--- config.mk ---
export PLATFORM = sky130hd
export DESIGN_NAME = board_debug_display
export DESIGN_NICKNAME = d
export VERILOG_FILES = /design/src/rtl/board_debug_display.sv
export SDC_FILE = /design/constraint.sdc
export NUM_CORES = 1
export LEC_CHECK = 0
export ABC_CLOCK_PERIOD_IN_PS = 3250
export CAP_MARGIN = 15
export CORE_UTILIZATION = 56
export CTS_BUF_LIST = sky130_fd_sc_hd__clkbuf_16
export DETAILED_ROUTE_END_ITERATION = 7
export MAX_ROUTING_LAYER = met4
export PLACE_DENSITY = 0.86
export SKIP_CTS_REPAIR_TIMING = 1
export SYNTH_ARGS = -nofsm -noshare
export SYNTH_HDL_FRONTEND = slang
export SYNTH_SLANG_ARGS = --single-unit
--- constraint.sdc ---
create_clock -name iCLK -period 3.25 [get_ports iCLK]
set_input_delay 0.65 -clock iCLK [delete_from_list [all_inputs] [get_ports iCLK]]
set_output_delay 0.65 -clock iCLK [all_outputs]
set_load 0.01 [all_outputs]
--- src/rtl/board_debug_display.sv ---
// rtl/board_debug_display.sv - selectable counter/write-capture debug view for board HEX and LEDs
//
// Purpose:
//   Free-running counter plus capture of processor memory writes (address,
//   data, saturating count). A debounced key steps the display through four
//   views: counter nibble, write data, write address, write count.
//
// Ports:
//   iCLK, iRST_n        clock, asynchronous active-low reset
//   iCNT_CLR            synchronous counter clear (wins over increment)
//   iKEY_n              raw active-low mode key, asynchronous to iCLK
//   iWR_EN/ADDR/DATA    processor memory write strobe, address, data
//   iHOLD               freeze oHEX while high (only with BDD_HOLD_EN)
//   oHEX                active-low segments, digit i at [7i+6:7i], order g..a
//   oLEDR               counter[CNT_TAP+1:CNT_TAP-1] replicated 6 times
//   oLEDG               [3:0] one-hot mode, [7:4] counter nibble, [8] write activity
//   oMODE               current display mode
//
// Optional feature: define BDD_HOLD_EN to add the iHOLD display freeze input.

module board_debug_display #(
  parameter int NUM_DIGITS      = 8,
  parameter int CNT_WIDTH       = 32,
  parameter int CNT_TAP         = 24,
  parameter int DEBOUNCE_CYCLES = 500000,
  parameter int ACT_CYCLES      = 2500000
) (
  input  logic                    iCLK,
  input  logic                    iRST_n,
  input  logic                    iCNT_CLR,
  input  logic                    iKEY_n,
  input  logic                    iWR_EN,
  input  logic [31:0]             iWR_ADDR,
  input  logic [31:0]             iWR_DATA,
`ifdef BDD_HOLD_EN
  input  logic                    iHOLD,
`endif
  output logic [7*NUM_DIGITS-1:0] oHEX,
  output logic [17:0]             oLEDR,
  output logic [8:0]              oLEDG,
  output logic [1:0]              oMODE
);

  localparam int DB_W  = (DEBOUNCE_CYCLES > 1) ? $clog2(DEBOUNCE_CYCLES) : 1;
  localparam int ACT_W = (ACT_CYCLES > 1) ? $clog2(ACT_CYCLES) : 1;
  localparam logic [DB_W-1:0]  DB_LAST  = DB_W'(DEBOUNCE_CYCLES - 1);
  localparam logic [ACT_W-1:0] ACT_LOAD = ACT_W'(ACT_CYCLES - 1);

  typedef enum logic [1:0] {
    COUNTER = 2'd0,
    WDATA   = 2'd1,
    WADDR   = 2'd2,
    WCOUNT  = 2'd3
  } mode_t;

  logic [CNT_WIDTH-1:0] cnt_q;
  logic [31:0]          wr_addr_q;
  logic [31:0]          wr_data_q;
  logic [31:0]          wr_cnt_q;
  logic [ACT_W-1:0]     act_q;
  logic                 key_meta_q;
  logic                 key_sync_q;
  logic                 key_acc_q;
  logic [DB_W-1:0]      db_cnt_q;
  logic                 accept;
  logic                 step;
  logic                 hold;
  mode_t                mode_q;
  mode_t                mode_d;
  logic [3:0]           cnt_nib;
  logic [31:0]          disp_word;
  logic [7*NUM_DIGITS-1:0] hex_d;

  function automatic logic [6:0] seg7(input logic [3:0] n);
    case (n)
      4'h0: seg7 = 7'h40;
      4'h1: seg7 = 7'h79;
      4'h2: seg7 = 7'h24;
      4'h3: seg7 = 7'h30;
      4'h4: seg7 = 7'h19;
      4'h5: seg7 = 7'h12;
      4'h6: seg7 = 7'h02;
      4'h7: seg7 = 7'h78;
      4'h8: seg7 = 7'h00;
      4'h9: seg7 = 7'h10;
      4'hA: seg7 = 7'h08;
      4'hB: seg7 = 7'h03;
      4'hC: seg7 = 7'h46;
      4'hD: seg7 = 7'h21;
      4'hE: seg7 = 7'h06;
      default: seg7 = 7'h0E;
    endcase
  endfunction

`ifdef BDD_HOLD_EN
  assign hold = iHOLD;
`else
  assign hold = 1'b0;
`endif

  always_ff @(posedge iCLK or negedge iRST_n) begin
    if (!iRST_n) begin
      cnt_q <= '0;
    end else if (iCNT_CLR) begin
      cnt_q <= '0;
    end else begin
      cnt_q <= cnt_q + CNT_WIDTH'(1);
    end
  end

  // Write capture; the count sticks at all-ones instead of wrapping, and each
  // write restarts the activity stretch.
  always_ff @(posedge iCLK or negedge iRST_n) begin
    if (!iRST_n) begin
      wr_addr_q <= '0;
      wr_data_q <= '0;
      wr_cnt_q  <= '0;
      act_q     <= '0;
    end else begin
      if (iWR_EN) begin
        wr_addr_q <= iWR_ADDR;
        wr_data_q <= iWR_DATA;
        if (wr_cnt_q != 32'hFFFF_FFFF) begin
          wr_cnt_q <= wr_cnt_q + 32'd1;
        end
        act_q <= ACT_LOAD;
      end else if (act_q != '0) begin
        act_q <= act_q - ACT_W'(1);
      end
    end
  end

  // Key path works in "pressed" polarity so the all-zero reset state means
  // released, and no spurious press is seen after reset.
  assign accept = (key_sync_q != key_acc_q) && (db_cnt_q == DB_LAST);
  assign step   = accept && key_sync_q;

  always_ff @(posedge iCLK or negedge iRST_n) begin
    if (!iRST_n) begin
      key_meta_q <= 1'b0;
      key_sync_q <= 1'b0;
      key_acc_q  <= 1'b0;
      db_cnt_q   <= '0;
    end else begin
      key_meta_q <= ~iKEY_n;
      key_sync_q <= key_meta_q;
      if (key_sync_q == key_acc_q) begin
        db_cnt_q <= '0;
      end else if (accept) begin
        key_acc_q <= key_sync_q;
        db_cnt_q  <= '0;
      end else begin
        db_cnt_q <= db_cnt_q + DB_W'(1);
      end
    end
  end

  always_ff @(posedge iCLK or negedge iRST_n) begin
    if (!iRST_n) begin
      mode_q <= COUNTER;
    end else begin
      mode_q <= mode_d;
    end
  end

  always_comb begin
    mode_d = mode_q;
    if (step) begin
      case (mode_q)
        COUNTER: mode_d = WDATA;
        WDATA:   mode_d = WADDR;
        WADDR:   mode_d = WCOUNT;
        default: mode_d = COUNTER;
      endcase
    end
  end

  assign cnt_nib = cnt_q[CNT_TAP+3:CNT_TAP];

  always_comb begin
    disp_word = {8{cnt_nib}};
    case (mode_q)
      WDATA:   disp_word = wr_data_q;
      WADDR:   disp_word = wr_addr_q;
      WCOUNT:  disp_word = wr_cnt_q;
      default: disp_word = {8{cnt_nib}};
    endcase
  end

  always_comb begin
    hex_d = '1;
    for (int i = 0; i < NUM_DIGITS; i++) begin
      hex_d[7*i +: 7] = seg7(disp_word[4*i +: 4]);
    end
  end

  // Output register stage; hold only gates the HEX word so LEDs stay live.
  always_ff @(posedge iCLK or negedge iRST_n) begin
    if (!iRST_n) begin
      oHEX  <= '1;
      oLEDR <= '0;
      oLEDG <= '0;
    end else begin
      if (!hold) begin
        oHEX <= hex_d;
      end
      oLEDR <= {6{cnt_q[CNT_TAP+1:CNT_TAP-1]}};
      oLEDG <= {(act_q != '0), cnt_nib, 4'b0001 << mode_q};
    end
  end

  assign oMODE = mode_q;

endmodule

# After elaboration in Yosys (flattened, before gate mapping)

Memories as Yosys holds them, arrays and structs flattened. A register that Yosys moved wholly into a read port is not among the register bits.
Index checks and enable logic that the tools add are counted.

Shift operators: 1
Equal/unequal tests: 7
Bitwise gates (word level): 2
Multiplexer cells: 7
Add/subtract/negate cells: 4
Reductions and logical operators: 15

Operators by type and width:

| cell                    | number |
|---|---|
| $pmux W32 S3            | 1 |
| $add A32 B1 Y32 const B | 2 |
| $mux W22                | 2 |
| $mux W19                | 2 |
| $mux W32                | 1 |
| $ne A32 B32 Y1 const B  | 1 |
| $reduce_bool A22 Y1     | 1 |
| $sub A22 B1 Y22 const B | 1 |
| $add A19 B1 Y19 const B | 1 |
| $eq A19 B19 Y1 const B  | 1 |
| $logic_not A1 Y1        | 8 |
| $pmux W2 S3             | 1 |
| $eq A2 B2 Y1 const B    | 2 |
| $reduce_and A2 Y1       | 2 |
| $shl A1 B2 Y4 const A   | 1 |
| $eq A2 B1 Y1 const B    | 1 |
| $logic_and A1 B1 Y1     | 2 |
| $logic_not A2 Y1        | 1 |
| $not A1 Y1              | 2 |
| $reduce_bool A2 Y1      | 1 |
| $eq A1 B1 Y1            | 1 |
| $ne A1 B1 Y1            | 1 |

Memories: 8
Bits of input ports: 69
Bits in read-only memories: 896
Output and inout bits: 85
Register bits: 201

Memories:

| name             | words | bits a word | rd ports | clocked after Yosys merged registers in | write ports | RTL line | RTL |
|---|---|---|---|---|---|---|---|
| (name not given) | 16    | 7           | 1        | 1                                       | 0           | 75       | `case (n)` |
| (name not given) | 16    | 7           | 1        | 1                                       | 0           | 75       |  |
| (name not given) | 16    | 7           | 1        | 1                                       | 0           | 75       |  |
| (name not given) | 16    | 7           | 1        | 1                                       | 0           | 75       |  |
| (name not given) | 16    | 7           | 1        | 1                                       | 0           | 75       |  |
| (name not given) | 16    | 7           | 1        | 1                                       | 0           | 75       |  |
| 2 more memories  | -     | -           | -        | -                                       | -           | -        |  |

# Depth between registers and ports, before layout

Word-level depth: 4
Gate-level depth with buffers: 12
Gate-level depth less buffers: 9

# Worst setup path after synthesis

OpenSTA, ideal clock, no wires.

Path kind: register to register
Start point: reg mode_q[0], in the netlist oMODE[0]
End point: reg oHEX[24]
Data arrival time: 2.438 ns
Period minus slack after synthesis: 2.535 ns
Data required time: 3.153 ns
Path buffers: 2
Path slack: 0.715 ns
Stages on the path, launching flop included: 12
Cells stage by stage: dfrtp_1 inv_1 ha_1 buf_2 buf_1 a22oi_1 a21oi_1 inv_1 ha_1 and2_1 a211oi_1 a21oi_1

Word-level cells in the longest chain between the ends: 2
Elaborated cells on any way between the ends: 4
Classes of those cells: eq/ne: 3; mux: 1

Ends and longest elaborated chain:

| item                                         | RTL line | RTL |
|---|---|---|
| start: declaration                           | 68       | `mode_t mode_q;` |
| start signal: assignment                     | 162      | `mode_q <= mode_d;` |
| $eq A2 B2 Y1 or $eq A2 B1 Y1 (tied branches) | 182      | `case (mode_q)` |
| $pmux W32 S3 (*)                             | 182      |  |
| end: declaration                             | 38       | `output logic [7*NUM_DIGITS-1:0] oHEX,` |

Mark *: on every way between the ends. The rest lies on a longest branch, timed or not.
A chain may end at the register's enable or synchronous reset.

# Worst setup path after layout

Start point: reg mode_q[0], in the netlist oMODE[0]
End point: reg oHEX[8]

Same word-level chain as after synthesis.

==> run summary <==
Status = complete, but fails checks
Violated checks = design-rule violations
Register-to-Register Path Depth = 9
CTS tree = yes
Drt pass-1 iters = 7
Crit end category = flip-flop
DP Wirelength = 18,300 um
Post-Synthesis Cells = 1,149
Synth warn = 0
Initial Util = 57.0%
Multi-input gate area = 5570 um^2
Post-Layout Cell Count = 1,569
Total Power Consumption = 6.44 mW
Fin crit share = 88.8%
Final WL = 28,100 um
Final Core Density = 69.0%
Drt drc = 1
Num rows = 53
Arrival time of the worst setup path = 3.34 ns
Final Hold Fails = 0
Final Max Slew Viols = 0
CTS Buf Count = 25
Hold slack = 0.0675 ns
Initial antenna violation count = 0
Fill count = 1,540
WL/cell = 17.9 um
Met2 GRT Util = 43.6%
Vias in the first global route = 9,227
Slew HR = 22.9%
Cell Area, Synth = 12,000 um^2
Largest net degree at the start of global routing = 84
First-pass GRT wire length = 45,600 um
Worst min path class = in2async
Layout cells sized above 1 = 15.6%
Cell taking the most area after synthesis = dfrtp_1
Via density = 6.01
Gr usage total = 26.5%
Asr flop ratio synth = 100%
Crit Path Max Fanout = 8
Reg2reg setup slack = 0.36 ns
Die W = 148 um
Sequential area share after synthesis = 50.0%
Antenna Nets Post-Route = 0
Io pins = 154
Syn_area_per_cell = 10.4 um^2
Port bufs = 153
Synth-to-layout area growth = 20.9%
NumNets Final = 1,392
Setup TNS = 0 ns
Grt total ovfl = 0
Fmax = 346 MHz
Clock Sink Count = 236
VDD IR-drop max = 330 uV
MaxCap Viol Count = 0
RSZ-0062 raised after global routing = false
Number of synthesized register bits = 236
Pwr Density = 446 nW/um^2
RR Endpoint = oHEX[8]
# H-tree levels = 1
Top cell type's share of synthesized area = 37.7%
# diodes = 0
Static Leak = 5.89 nW
Synth Flop Type = dfrtp_1
Clk slew on worst S/H paths = 0.06 ns
Core area = 21,000 um^2
Top post-synthesis cells by area = dfrtp_1 38%, dfstp_2 12%, mux2_2 6.4%, ha_1 5.0%, a21oi_1 3.5%
# setup viols final = 0
Final Skew = 0.0122 ns
Met1 Usage GRT = 33.7%
Min Tclk post-route = 2.89 ns
Met3 Use GR = 3.65%
Crit start category = flip-flop
Clock Tree Buf Depth = 3
DRT iter0 DRCs = 728
Placed insts = 1,523
Worst slew pin tran = 1.15 ns
Post-synth EDFFs = 0
GRT Max-Usage Layer = met2
FF-to-FF Start = oMODE[0]
Synth unique cells = 52
RD Place Congestion = 0.943
Required time of the critical path = 3.70 ns
Crit path kind = reg2reg
Vias = 9,435
Clock root buffer = clkbuf_16
Latest clock arrival within the worst-skew pair = 0.52 ns
Chip Height = 148 um
Syn_nets = 1,266
Register area = 5980 um^2
Full die area = 21,900 um^2
-- layout by cell type, fill, tap and decap left out, drive strengths merged, types with 27 or more instances in the layout --
cell / n
a21oi: 84
clkdlybuf4s50: 151
dfrtp: 180
dfstp: 56
ha: 48
inv: 32
mux2: 68
nand2: 92
nand3: 85
nand4: 27
nor2: 70
xnor2: 31
xor2: 45
-- kinds of logic (layout without fill, tap and decap cells) --
kind of cell | count (synthesis) | after routing | synth area share, %
adders and majority gates | 48 | 48 | 5.02
buffers and inverters | 90 | 235 | 3.46
xor gates and xnor gates | 76 | 76 | 5.57
AOI/OAI and AO/OA | 224 | 224 | 11.7
muxes | 80 | 80 | 7.41
DFF | 236 | 236 | 50.0
and+or+nand+nor | 395 | 395 | 16.9
-- synthesized netlist by cell type (3+ instances only) --
cell type,instances
nor3_1,23
a211oi_1,10
a32o_1,8
nor2b_1,6
or4_1,5
ha_1,48
dfrtp_1,180
xnor2_1,31
xor2_1,45
a22oi_1,16
clkbuf_1,32
nand2_1,92
nor4_1,9
nor2_1,70
and2_1,20
buf_1,7
a31oi_1,19
and3_1,14
a31o_2,16
nand2b_1,8
mux2_2,68
o22ai_1,24
a21oi_1,84
nand3_1,84
o21ai_0,25
or2_2,4
nand4_1,27
nor4b_1,3
or3_1,9
o211ai_1,5
o31ai_1,9
and4_1,9
buf_4,17
buf_2,9
inv_1,24
dfstp_2,56
mux2i_1,12
o21a_1,3
-- area by class of cell --
type,instances,area share [%]
clock inverters,21,1.38
inverters,24,0.623
well taps,275,2.38
multi-input cells,823,38.5
clock buffers,25,4.33
repair buffers,165,11.4
flip-flops and latches,236,41.4
-- through the flow --
| stage | instance area, um^2 | setup slack (ns) |
|---|---|---|
| floorplan | 12000 | 0.715 |
| global placement | 13600 | 0.561 |
| detailed placement | 13600 | 0.443 |
| CTS | 14500 | 0.384 |
| global route | 14500 | 0.145 |
| finish | 14500 | 0.362 |
-- worst max-delay path: stages, from the launching register on --
cell	delay, ns
dfrtp_1	0.41
inv_1	0.11
ha_1	0.19
nor2b_1	0.91
a21oi_1	0.28
inv_1	0.23
ha_1	0.26
nand2_1	0.08
o21ai_0	0.09
a32o_1	0.23
-- sequential cells by signal (all words and copies together) (netlist names) --
name	count
oHEX	56
wr_addr_q	32
wr_cnt_q	32
wr_data_q	32
cnt_q	28
act_q	22
db_cnt_q	19
oLEDG	9
oMODE	2
key_acc_q	1
key_meta_q	1
key_sync_q	1
oLEDR	1
-- report_power, final --
group / leakage (nW) / switching, mW / total [mW] / internal, mW
logic: 2.60 / 0.173 / 0.377 / 0.204
clock network: 0.431 / 1.15 / 2.86 / 1.71
registers: 2.86 / 0.134 / 3.21 / 3.07
-- per-layer routing --
metal	share of wire, %	vias up
met5	0	-
met1	42	4650
li1	-	4359
met2	50	358
met3	5.6	68
met4	3.0	0
-- how the worst max path moves through the flow --
stage,start,end,slack (ns),depth (start not counted)
6_report,oMODE[0],oHEX[8],0.36,9
5_1_grt,oMODE[1],oHEX[8],0.14,9
4_1_cts,oMODE[0],oHEX[8],0.38,9
3_5_place_dp,oMODE[0],oHEX[29],0.44,9
3_3_place_gp,oMODE[0],oHEX[6],0.56,8
2_1_floorplan,oMODE[0],oHEX[24],0.72,11
Power figures use the tool's default switching activity.
